`src/rtl/adc_seq_pkg.sv`:
```
`default_nettype none
// ============================================================================
// Module      : adc_seq_pkg
// Description : Shared widths and FSM state encoding for the ADC waveform
//               sequencer.
// Revision    : 1.0 - initial release
// ============================================================================
package adc_seq_pkg;

    localparam int LEN_W = 12;
    localparam int CNT_W = 8;
    localparam int GAP_W = 22;

    typedef enum logic [2:0] {
        IDLE     = 3'd0,
        WAIT_BUF = 3'd1,
        CAPTURE  = 3'd2,
        GAP      = 3'd3,
        DONE     = 3'd4
    } state_e;

endpackage
`default_nettype wire

```
`src/rtl/adc_waveform_sequencer_if.sv`:
```
`default_nettype none
// ============================================================================
// Module      : adc_waveform_sequencer_if
// Description : Run-control, config and capture-marker bundle of the sequencer.
// Revision    : 1.0 - initial release
// ============================================================================
interface adc_waveform_sequencer_if #(
    parameter int LEN_W = adc_seq_pkg::LEN_W,
    parameter int CNT_W = adc_seq_pkg::CNT_W,
    parameter int GAP_W = adc_seq_pkg::GAP_W
);
    logic             enable;
    logic             trig;
    logic [CNT_W-1:0] num_waveforms;
    logic [LEN_W-1:0] waveform_length;
    logic [GAP_W-1:0] waveform_gap;
    logic             buf_ready;
    logic             capture_en;
    logic             wf_start;
    logic             wf_end;
    logic [CNT_W-1:0] wf_index;
    logic             busy;
    logic             done;
    logic             aborted;
    logic             trig_ignored;

    modport master (
        output enable, trig, num_waveforms, waveform_length, waveform_gap, buf_ready,
        input  capture_en, wf_start, wf_end, wf_index, busy, done, aborted, trig_ignored
    );

    modport slave (
        input  enable, trig, num_waveforms, waveform_length, waveform_gap, buf_ready,
        output capture_en, wf_start, wf_end, wf_index, busy, done, aborted, trig_ignored
    );
endinterface
`default_nettype wire

```
`src/rtl/adc_seq_down_cntr.sv`:
```
`default_nettype none
// ============================================================================
// Module      : adc_seq_down_cntr
// Description : Loadable down-counter that saturates at zero.
// Revision    : 1.0 - initial release
// ============================================================================
module adc_seq_down_cntr #(
    parameter int WIDTH = 8
) (
    input  wire logic             clk,
    input  wire logic             rst_n,
    input  wire logic             load,
    input  wire logic             enable,
    input  wire logic [WIDTH-1:0] load_val,
    output logic      [WIDTH-1:0] count,
    output logic                  at_zero
);
    logic [WIDTH-1:0] r_count;

    always_ff @(posedge clk or negedge rst_n) begin
        if (!rst_n) begin
            r_count <= '0;
        end else if (load) begin
            r_count <= load_val;
        end else if (enable && (r_count != '0)) begin
            r_count <= r_count - WIDTH'(1);
        end
    end

    assign count   = r_count;
    assign at_zero = (r_count == '0);
endmodule
`default_nettype wire

```
`src/rtl/adc_waveform_sequencer.sv`:
```
`default_nettype none
// ============================================================================
// Module      : adc_waveform_sequencer
// Description : Captures a programmed burst of fixed-length waveforms per
//               trigger, gated on downstream buffer space.
// Revision    : 1.0 - initial release
// ============================================================================
module adc_waveform_sequencer #(
    parameter int LEN_W = adc_seq_pkg::LEN_W,
    parameter int CNT_W = adc_seq_pkg::CNT_W,
    parameter int GAP_W = adc_seq_pkg::GAP_W
) (
    input wire logic                clk,
    input wire logic                rst_n,
    adc_waveform_sequencer_if.slave bus
);
    import adc_seq_pkg::*;

    state_e           r_state;
    state_e           w_state_nxt;
    logic [CNT_W-1:0] r_num;
    logic [LEN_W-1:0] r_len;
    logic [GAP_W-1:0] r_gap;
    logic [CNT_W-1:0] r_idx;
    logic [CNT_W-1:0] w_idx_nxt;
    logic             r_cap, r_start, r_end, r_busy, r_done, r_aborted, r_ign;
    logic             w_cap_nxt, w_start_nxt, w_end_nxt, w_done_nxt, w_abort_nxt, w_ign_nxt;
    logic             w_latch;
    logic             w_smp_load, w_smp_en, w_smp_zero;
    logic [LEN_W-1:0] w_smp_cnt;
    logic             w_gap_load, w_gap_en, w_gap_zero;
    logic [GAP_W-1:0] w_gap_cnt;

    adc_seq_down_cntr #(.WIDTH(LEN_W)) u_smp_cntr (
        .clk      (clk),
        .rst_n    (rst_n),
        .load     (w_smp_load),
        .enable   (w_smp_en),
        .load_val (r_len - LEN_W'(1)),
        .count    (w_smp_cnt),
        .at_zero  (w_smp_zero)
    );

    adc_seq_down_cntr #(.WIDTH(GAP_W)) u_gap_cntr (
        .clk      (clk),
        .rst_n    (rst_n),
        .load     (w_gap_load),
        .enable   (w_gap_en),
        .load_val (r_gap),
        .count    (w_gap_cnt),
        .at_zero  (w_gap_zero)
    );

    always_comb begin
        w_state_nxt = r_state;
        w_idx_nxt   = r_idx;
        w_cap_nxt   = 1'b0;
        w_start_nxt = 1'b0;
        w_end_nxt   = 1'b0;
        w_done_nxt  = 1'b0;
        w_abort_nxt = 1'b0;
        w_ign_nxt   = bus.trig && (r_state != IDLE);
        w_latch     = 1'b0;
        w_smp_load  = 1'b0;
        w_smp_en    = 1'b0;
        w_gap_load  = 1'b0;
        w_gap_en    = 1'b0;

        // Losing enable overrides everything, including a pending last sample.
        if ((r_state != IDLE) && !bus.enable) begin
            w_state_nxt = IDLE;
            w_idx_nxt   = '0;
            w_abort_nxt = 1'b1;
        end else begin
            case (r_state)
                IDLE: begin
                    if (bus.trig) begin
                        if (bus.enable && (bus.num_waveforms != '0) && (bus.waveform_length != '0)) begin
                            w_latch     = 1'b1;
                            w_idx_nxt   = '0;
                            w_state_nxt = WAIT_BUF;
                        end else begin
                            w_ign_nxt = 1'b1;
                        end
                    end
                end
                WAIT_BUF: begin
                    if (bus.buf_ready) begin
                        w_state_nxt = CAPTURE;
                        w_smp_load  = 1'b1;
                        w_cap_nxt   = 1'b1;
                        w_start_nxt = 1'b1;
                        w_end_nxt   = (r_len == LEN_W'(1));
                    end
                end
                CAPTURE: begin
                    if (w_smp_zero) begin
                        if (r_idx == (r_num - CNT_W'(1))) begin
                            w_state_nxt = DONE;
                            w_done_nxt  = 1'b1;
                        end else if (r_gap == '0) begin
                            w_state_nxt = WAIT_BUF;
                            w_idx_nxt   = r_idx + CNT_W'(1);
                        end else begin
                            w_state_nxt = GAP;
                            w_gap_load  = 1'b1;
                        end
                    end else begin
                        w_cap_nxt = 1'b1;
                        w_smp_en  = 1'b1;
                        w_end_nxt = (w_smp_cnt == LEN_W'(1));
                    end
                end
                GAP: begin
                    // Counter holds gap..1 across the gap cycles; the exit edge takes it to 0.
                    w_gap_en = 1'b1;
                    if ((w_gap_cnt == GAP_W'(1)) || w_gap_zero) begin
                        w_state_nxt = WAIT_BUF;
                        w_idx_nxt   = r_idx + CNT_W'(1);
                    end
                end
                DONE: begin
                    w_state_nxt = IDLE;
                    w_idx_nxt   = '0;
                end
                default: begin
                    w_state_nxt = IDLE;
                    w_idx_nxt   = '0;
                end
            endcase
        end
    end

    always_ff @(posedge clk or negedge rst_n) begin
        if (!rst_n) begin
            r_state   <= IDLE;
            r_num     <= '0;
            r_len     <= '0;
            r_gap     <= '0;
            r_idx     <= '0;
            r_cap     <= 1'b0;
            r_start   <= 1'b0;
            r_end     <= 1'b0;
            r_busy    <= 1'b0;
            r_done    <= 1'b0;
            r_aborted <= 1'b0;
            r_ign     <= 1'b0;
        end else begin
            r_state   <= w_state_nxt;
            r_idx     <= w_idx_nxt;
            r_cap     <= w_cap_nxt;
            r_start   <= w_start_nxt;
            r_end     <= w_end_nxt;
            r_busy    <= (w_state_nxt != IDLE);
            r_done    <= w_done_nxt;
            r_aborted <= w_abort_nxt;
            r_ign     <= w_ign_nxt;
            if (w_latch) begin
                r_num <= bus.num_waveforms;
                r_len <= bus.waveform_length;
                r_gap <= bus.waveform_gap;
            end
        end
    end

    assign bus.capture_en   = r_cap;
    assign bus.wf_start     = r_start;
    assign bus.wf_end       = r_end;
    assign bus.wf_index     = r_idx;
    assign bus.busy         = r_busy;
    assign bus.done         = r_done;
    assign bus.aborted      = r_aborted;
    assign bus.trig_ignored = r_ign;
endmodule
`default_nettype wire

```
`src/flat_wrapper.sv`:
```
// flat-port wrapper written by rule: the top's interface ports become plain ports
module adc_waveform_sequencer_flat import adc_seq_pkg::*;
#(
    parameter int LEN_W = adc_seq_pkg::LEN_W,
    parameter int CNT_W = adc_seq_pkg::CNT_W,
    parameter int GAP_W = adc_seq_pkg::GAP_W
)
  (clk, rst_n, bus_enable, bus_trig, bus_num_waveforms, bus_waveform_length, bus_waveform_gap, bus_buf_ready, bus_capture_en, bus_wf_start, bus_wf_end, bus_wf_index, bus_busy, bus_done, bus_aborted, bus_trig_ignored);
  adc_waveform_sequencer_if #(.LEN_W(LEN_W), .CNT_W(CNT_W), .GAP_W(GAP_W)) bus_i ();
  input wire logic clk;
  input wire logic rst_n;
  input wire logic [$bits(bus_i.enable)-1:0] bus_enable;
  input wire logic [$bits(bus_i.trig)-1:0] bus_trig;
  input wire logic [$bits(bus_i.num_waveforms)-1:0] bus_num_waveforms;
  input wire logic [$bits(bus_i.waveform_length)-1:0] bus_waveform_length;
  input wire logic [$bits(bus_i.waveform_gap)-1:0] bus_waveform_gap;
  input wire logic [$bits(bus_i.buf_ready)-1:0] bus_buf_ready;
  output wire logic [$bits(bus_i.capture_en)-1:0] bus_capture_en;
  output wire logic [$bits(bus_i.wf_start)-1:0] bus_wf_start;
  output wire logic [$bits(bus_i.wf_end)-1:0] bus_wf_end;
  output wire logic [$bits(bus_i.wf_index)-1:0] bus_wf_index;
  output wire logic [$bits(bus_i.busy)-1:0] bus_busy;
  output wire logic [$bits(bus_i.done)-1:0] bus_done;
  output wire logic [$bits(bus_i.aborted)-1:0] bus_aborted;
  output wire logic [$bits(bus_i.trig_ignored)-1:0] bus_trig_ignored;
  assign bus_i.enable = bus_enable;
  assign bus_i.trig = bus_trig;
  assign bus_i.num_waveforms = bus_num_waveforms;
  assign bus_i.waveform_length = bus_waveform_length;
  assign bus_i.waveform_gap = bus_waveform_gap;
  assign bus_i.buf_ready = bus_buf_ready;
  assign bus_capture_en = bus_i.capture_en;
  assign bus_wf_start = bus_i.wf_start;
  assign bus_wf_end = bus_i.wf_end;
  assign bus_wf_index = bus_i.wf_index;
  assign bus_busy = bus_i.busy;
  assign bus_done = bus_i.done;
  assign bus_aborted = bus_i.aborted;
  assign bus_trig_ignored = bus_i.trig_ignored;
  adc_waveform_sequencer #(.LEN_W(LEN_W), .CNT_W(CNT_W), .GAP_W(GAP_W)) u_core (.clk(clk), .rst_n(rst_n), .bus(bus_i));
endmodule
```
`config.mk`:
```
export PLATFORM = sky130hd
export DESIGN_NAME = adc_waveform_sequencer_flat
export DESIGN_NICKNAME = d
export VERILOG_FILES = /design/src/rtl/adc_seq_pkg.sv /design/src/rtl/adc_waveform_sequencer_if.sv /design/src/rtl/adc_seq_down_cntr.sv /design/src/rtl/adc_waveform_sequencer.sv /design/src/flat_wrapper.sv
export SDC_FILE = /design/constraint.sdc
export NUM_CORES = 1
export LEC_CHECK = 0
export CELL_PAD_IN_SITES_DETAIL_PLACEMENT = 0
export CELL_PAD_IN_SITES_GLOBAL_PLACEMENT = 1
export CORE_AREA = 2 2 109 111
export DETAILED_ROUTE_END_ITERATION = 8
export DIE_AREA = 0 0 111 113
export PLACE_DENSITY_LB_ADDON = 0.1
export REMOVE_ABC_BUFFERS = 1
export SETUP_SLACK_MARGIN = 0.3
export SLEW_MARGIN = 15
export SYNTH_ARGS = -nofsm -noshare
export SYNTH_HDL_FRONTEND = slang
export SYNTH_SLANG_ARGS = --single-unit
export TNS_END_PERCENT = 10
```
`constraint.sdc`:
```
create_clock -name clk -period 5 [get_ports clk]
set_clock_uncertainty 0.2 [all_clocks]
set_input_delay 1.25 -clock clk [delete_from_list [all_inputs] [get_ports clk]]
set_output_delay 1.25 -clock clk [all_outputs]
set_load 0.01 [all_outputs]
```
==> results by stage <==
Job:
- Across the run, the number of max-cap violations was 0.

Finish:
- Compared with the post-synthesis result, the final layout area differs by 20.5%.
- For this run, the post-layout net count is ~630.
- The most common cell after layout, fill and taps aside is sky130_fd_sc_hd__dfrtp_1.
- The post-route netlist has ~14% of its cells at a drive strength greater than 1.
- The number of antenna diodes in the final layout is 0.
- The top cell types in the final layout, fill and taps aside, are sky130_fd_sc_hd__dfrtp_1 (94), sky130_fd_sc_hd__clkdlybuf4s50_1 (60), sky130_fd_sc_hd__mux2_2 (42).

Placed design:
- The count of buffers inserted at the top-level ports is slightly above 60.
- OpenSTA, run right after detailed placement, puts the worst setup slack at slightly below 0.9 ns.
- Once detailed placement completed, the half-perimeter wirelength came to 8530 µm.
- The final weighted congestion in routability-driven placement is about 0.78.

Timing:
- At the pin with the least slew margin, the transition time is between 1 and 1.5 ns.
- The final critical-path share of the clock period is between 70% and 80%.
- Setup violations remaining at the end of the flow were counted as 0.
- The relative slew slack is 31.8%.
- The least setup slack across all paths after layout is 1.22 ns.
- The clock period minus final worst setup slack is 3.78 ns.
- The final number of max-transition violations is 0.
- Setup repair after global routing left no endpoint under its margin.
- The number of hold violations in the final report is 0.
- Static timing analysis puts the maximum clock frequency at roughly 260 MHz.
- Final hold analysis gives a worst-case slack of about 0.32 ns.
- The summed negative setup slack over all endpoints is 0 ns.

Synth:
- The sequential element share of the synthesized area is between 40 and 50%.
- The area of the mapped netlist is about 0.0052 mm².
- Synthesis handed over a netlist of ~510 instances.
- Counting distinct cell types in the post-synthesis netlist gives 58.
- After synthesis, the share of flip-flops with an asynchronous set or reset is 100%.
- For this run, the number of Yosys warnings is 0.
- In this run, synthesis inferred 0 flip-flops with an integrated enable.
- The post-synthesis register bit count is 94.
- The synthesized area divided by synthesized cell count is 10.2 µm².
- The prevailing post-synth register cell is sky130_fd_sc_hd__dfrtp_1.

Clock tree:
- The clock latency of the later-clocked register in the worst-skew pair is ~0.35 ns.
- The number of setup buffers added after CTS is 0.
- The number of buffers added to fix hold violations after cts is 0.
- Clock-pin slew was measured on the worst setup and hold paths at approximately 0.07 ns.
- The clock tree from TritonCTS is built.
- The number of buffers created by CTS is 9.
- The tree is rooted in a sky130_fd_sc_hd__clkbuf_16.
- The H-tree generated during clock tree synthesis spans 3 levels.
- The number of gates resized after CTS was 0.
- The total clock sinks is 94.
- Counting along the longest clock path gives a buffer depth of 2.

Global route:
- After global routing the overflow that remains totals 0.
- The aggregate global-route resource usage is about 20%.
- Entering global routing, the biggest net connects roughly 80 pins.
- The first global-routing pass estimated about 20000 µm of wire.
- The initial antenna violation count came to 0.
- The via count of the first global-routing pass was around 4000.

Power:
- The leakage component of the power is 2.58 nW.
- Power spread over the standard cell area amounts to about 520 mW/mm².
- The worst supply voltage drop on vdd is approximately 0.29 mV.
- The total power draw is ~3.3 mW.

Floorplan:
- The area of the core is 0.0113 mm².
- For this design the top-level I/O count stands at 62.
- The overall die area is ~0.013 mm².
- The overall die width is 111 µm.
- The initial standard-cell utilization of the core is 46.1%.
- The floorplan step set the die height to approximately 110 µm.
- The number of core rows is 39.

Detailed routing:
- Summed over all layers, the routed wires come to between 10000 and 15000 µm.
- The count of nets left with antenna violations once routing finished came out at 0.
- The via-per-instance ratio is around 5.8.
- For this block, the via count after detailed routing is ~4100.
- After detailed routing, the average wire length per cell comes to 16.5 µm.
- The pre-antenna-repair detailed-routing pass consisted of 4 iterations.
- After detailed routing, the number of remaining DRC violations is 0.
- After the first detailed-routing iteration, the DRC count stood at 225.

Hold path:
- The worst hold path belongs to the class reg -> reg.
- The instance count along the most critical hold path is 1.

Setup path:
- STA classifies the critical path startpoint as a primary input.
- The category of the critical setup timing path is in -> reg.
- Measured in cells, the most critical reg-to-reg path has a length of 6.
- At the worst endpoint, the arrival time is approximately 3.8 ns.
- The capturing element type of the critical path is a register.
- The required time at the endpoint of the critical path is roughly 5.0 ns.
- In this run the worst path has a maximum fanout of 18.

Run status:
- The run finished with clean final reports.
## logic make-up after synthesis
kind of cell | synth area share (%)
simple gates | 18.8
fa+ha+maj | 1.93
buf+inv | 3.71
flops | 45.2
xor+xnor | 5.05
mux | 10.5
compound gates | 14.7
## synthesized netlist by cell type (4+ instances only)
master,count,area (µm²)
sky130_fd_sc_hd__nand4_1,8,50.1
sky130_fd_sc_hd__nand2b_1,4,25.0
sky130_fd_sc_hd__o41ai_1,5,43.8
sky130_fd_sc_hd__ha_1,8,100
sky130_fd_sc_hd__nor2_1,41,154
sky130_fd_sc_hd__a21oi_1,15,75.1
sky130_fd_sc_hd__o21ai_0,18,90.1
sky130_fd_sc_hd__nor3b_1,6,45.0
sky130_fd_sc_hd__xnor2_1,22,193
sky130_fd_sc_hd__nor3_1,18,90.1
sky130_fd_sc_hd__mux2i_1,6,60.1
sky130_fd_sc_hd__or4_1,7,52.6
sky130_fd_sc_hd__o31a_1,4,35.0
sky130_fd_sc_hd__dfrtp_1,94,2350
sky130_fd_sc_hd__nand3_1,12,60.1
sky130_fd_sc_hd__inv_1,26,97.6
sky130_fd_sc_hd__clkbuf_1,16,60.1
sky130_fd_sc_hd__buf_1,5,18.8
sky130_fd_sc_hd__o211ai_1,14,105
sky130_fd_sc_hd__nand2_1,32,120
sky130_fd_sc_hd__xor2_1,8,70.1
sky130_fd_sc_hd__nor4_1,21,131
sky130_fd_sc_hd__nand4b_1,5,43.8
sky130_fd_sc_hd__or3_1,9,56.3
sky130_fd_sc_hd__a221o_1,12,120
sky130_fd_sc_hd__a211o_1,6,52.6
sky130_fd_sc_hd__mux2_2,42,473
## final cells by class
cell class                 count  area (µm²)
clock buffer                  13         270
tap                          143         179
clock inverter                 3        17.5
inverter                      26        97.6
multi-input combinational    369        2660
sequential                    94        2350
fill                        1018        5010
timing repair buffer          70         688
## sequential cells by signal, summed over array words and instances, names as in the netlist
name                     count
u_core.r_state               3
u_core.bus.wf_end            1
u_core.r_gap                22
u_core.bus.trig_ignored      1
u_core.bus.wf_start          1
u_core.bus.busy              1
u_core.r_num                 8
u_core.u_smp_cntr.count     12
u_core.bus.aborted           1
u_core.bus.capture_en        1
u_core.u_gap_cntr.count     22
u_core.bus.wf_index          8
u_core.bus.done              1
u_core.r_len                12
## where the power goes
part | switching [mW] | internal (mW)
combinational | 0.601 | 0.606
sequential | 0.345 | 1.07
clock | 0.284 | 0.376
total | 1.23 | 2.05
## worst paths after layout
path	end	slack (ns)	from
max in group asynchronous	u_core.r_len[5]	2.93	rst_n
min in group asynchronous	u_core.r_num[1]	0.87	rst_n
worst max register to register	u_core.bus.wf_index[0]	1.64	u_core.u_gap_cntr.count[13]
worst max-delay path	u_core.u_gap_cntr.count[19]	1.22	bus_enable
worst min register to register	u_core.u_gap_cntr.count[6]	0.32	u_core.r_gap[6]
worst min-delay path	u_core.u_gap_cntr.count[6]	0.32	u_core.r_gap[6]
## metrics by stage
| stage | cell area [µm²] | instances | util (%) |
|---|---|---|---|
| 2_1_floorplan | 5100 | 489 | - |
| 3_3_place_gp | 5980 | 702 | 53.0 |
| 6_report | 6270 | 718 | 55.6 |
| 3_5_place_dp | 5980 | 702 | 53.0 |
| 4_1_cts | 6270 | 718 | 55.6 |
| 5_1_grt | 6270 | 718 | 55.6 |
## critical path, stage by stage
cell	delay, ns
sky130_fd_sc_hd__clkdlybuf4s50_1	0.60
sky130_fd_sc_hd__nand3b_1	0.29
sky130_fd_sc_hd__nor2_1	0.33
sky130_fd_sc_hd__o31ai_4	0.25
sky130_fd_sc_hd__or2_2	0.43
sky130_fd_sc_hd__o41a_1	0.34
sky130_fd_sc_hd__a221o_1	0.33
## per-layer routing
metal  up-vias  global-route usage (%)  share of wire (%)
met1      2001                    27.2                 48
met3        17                    3.37                4.1
li1       2020                       -                  -
met5         -                       0                  0
met4         0                    8.42                2.1
met2        98                    31.2                 46
No activity file was read; power rests on OpenSTA's default activity.
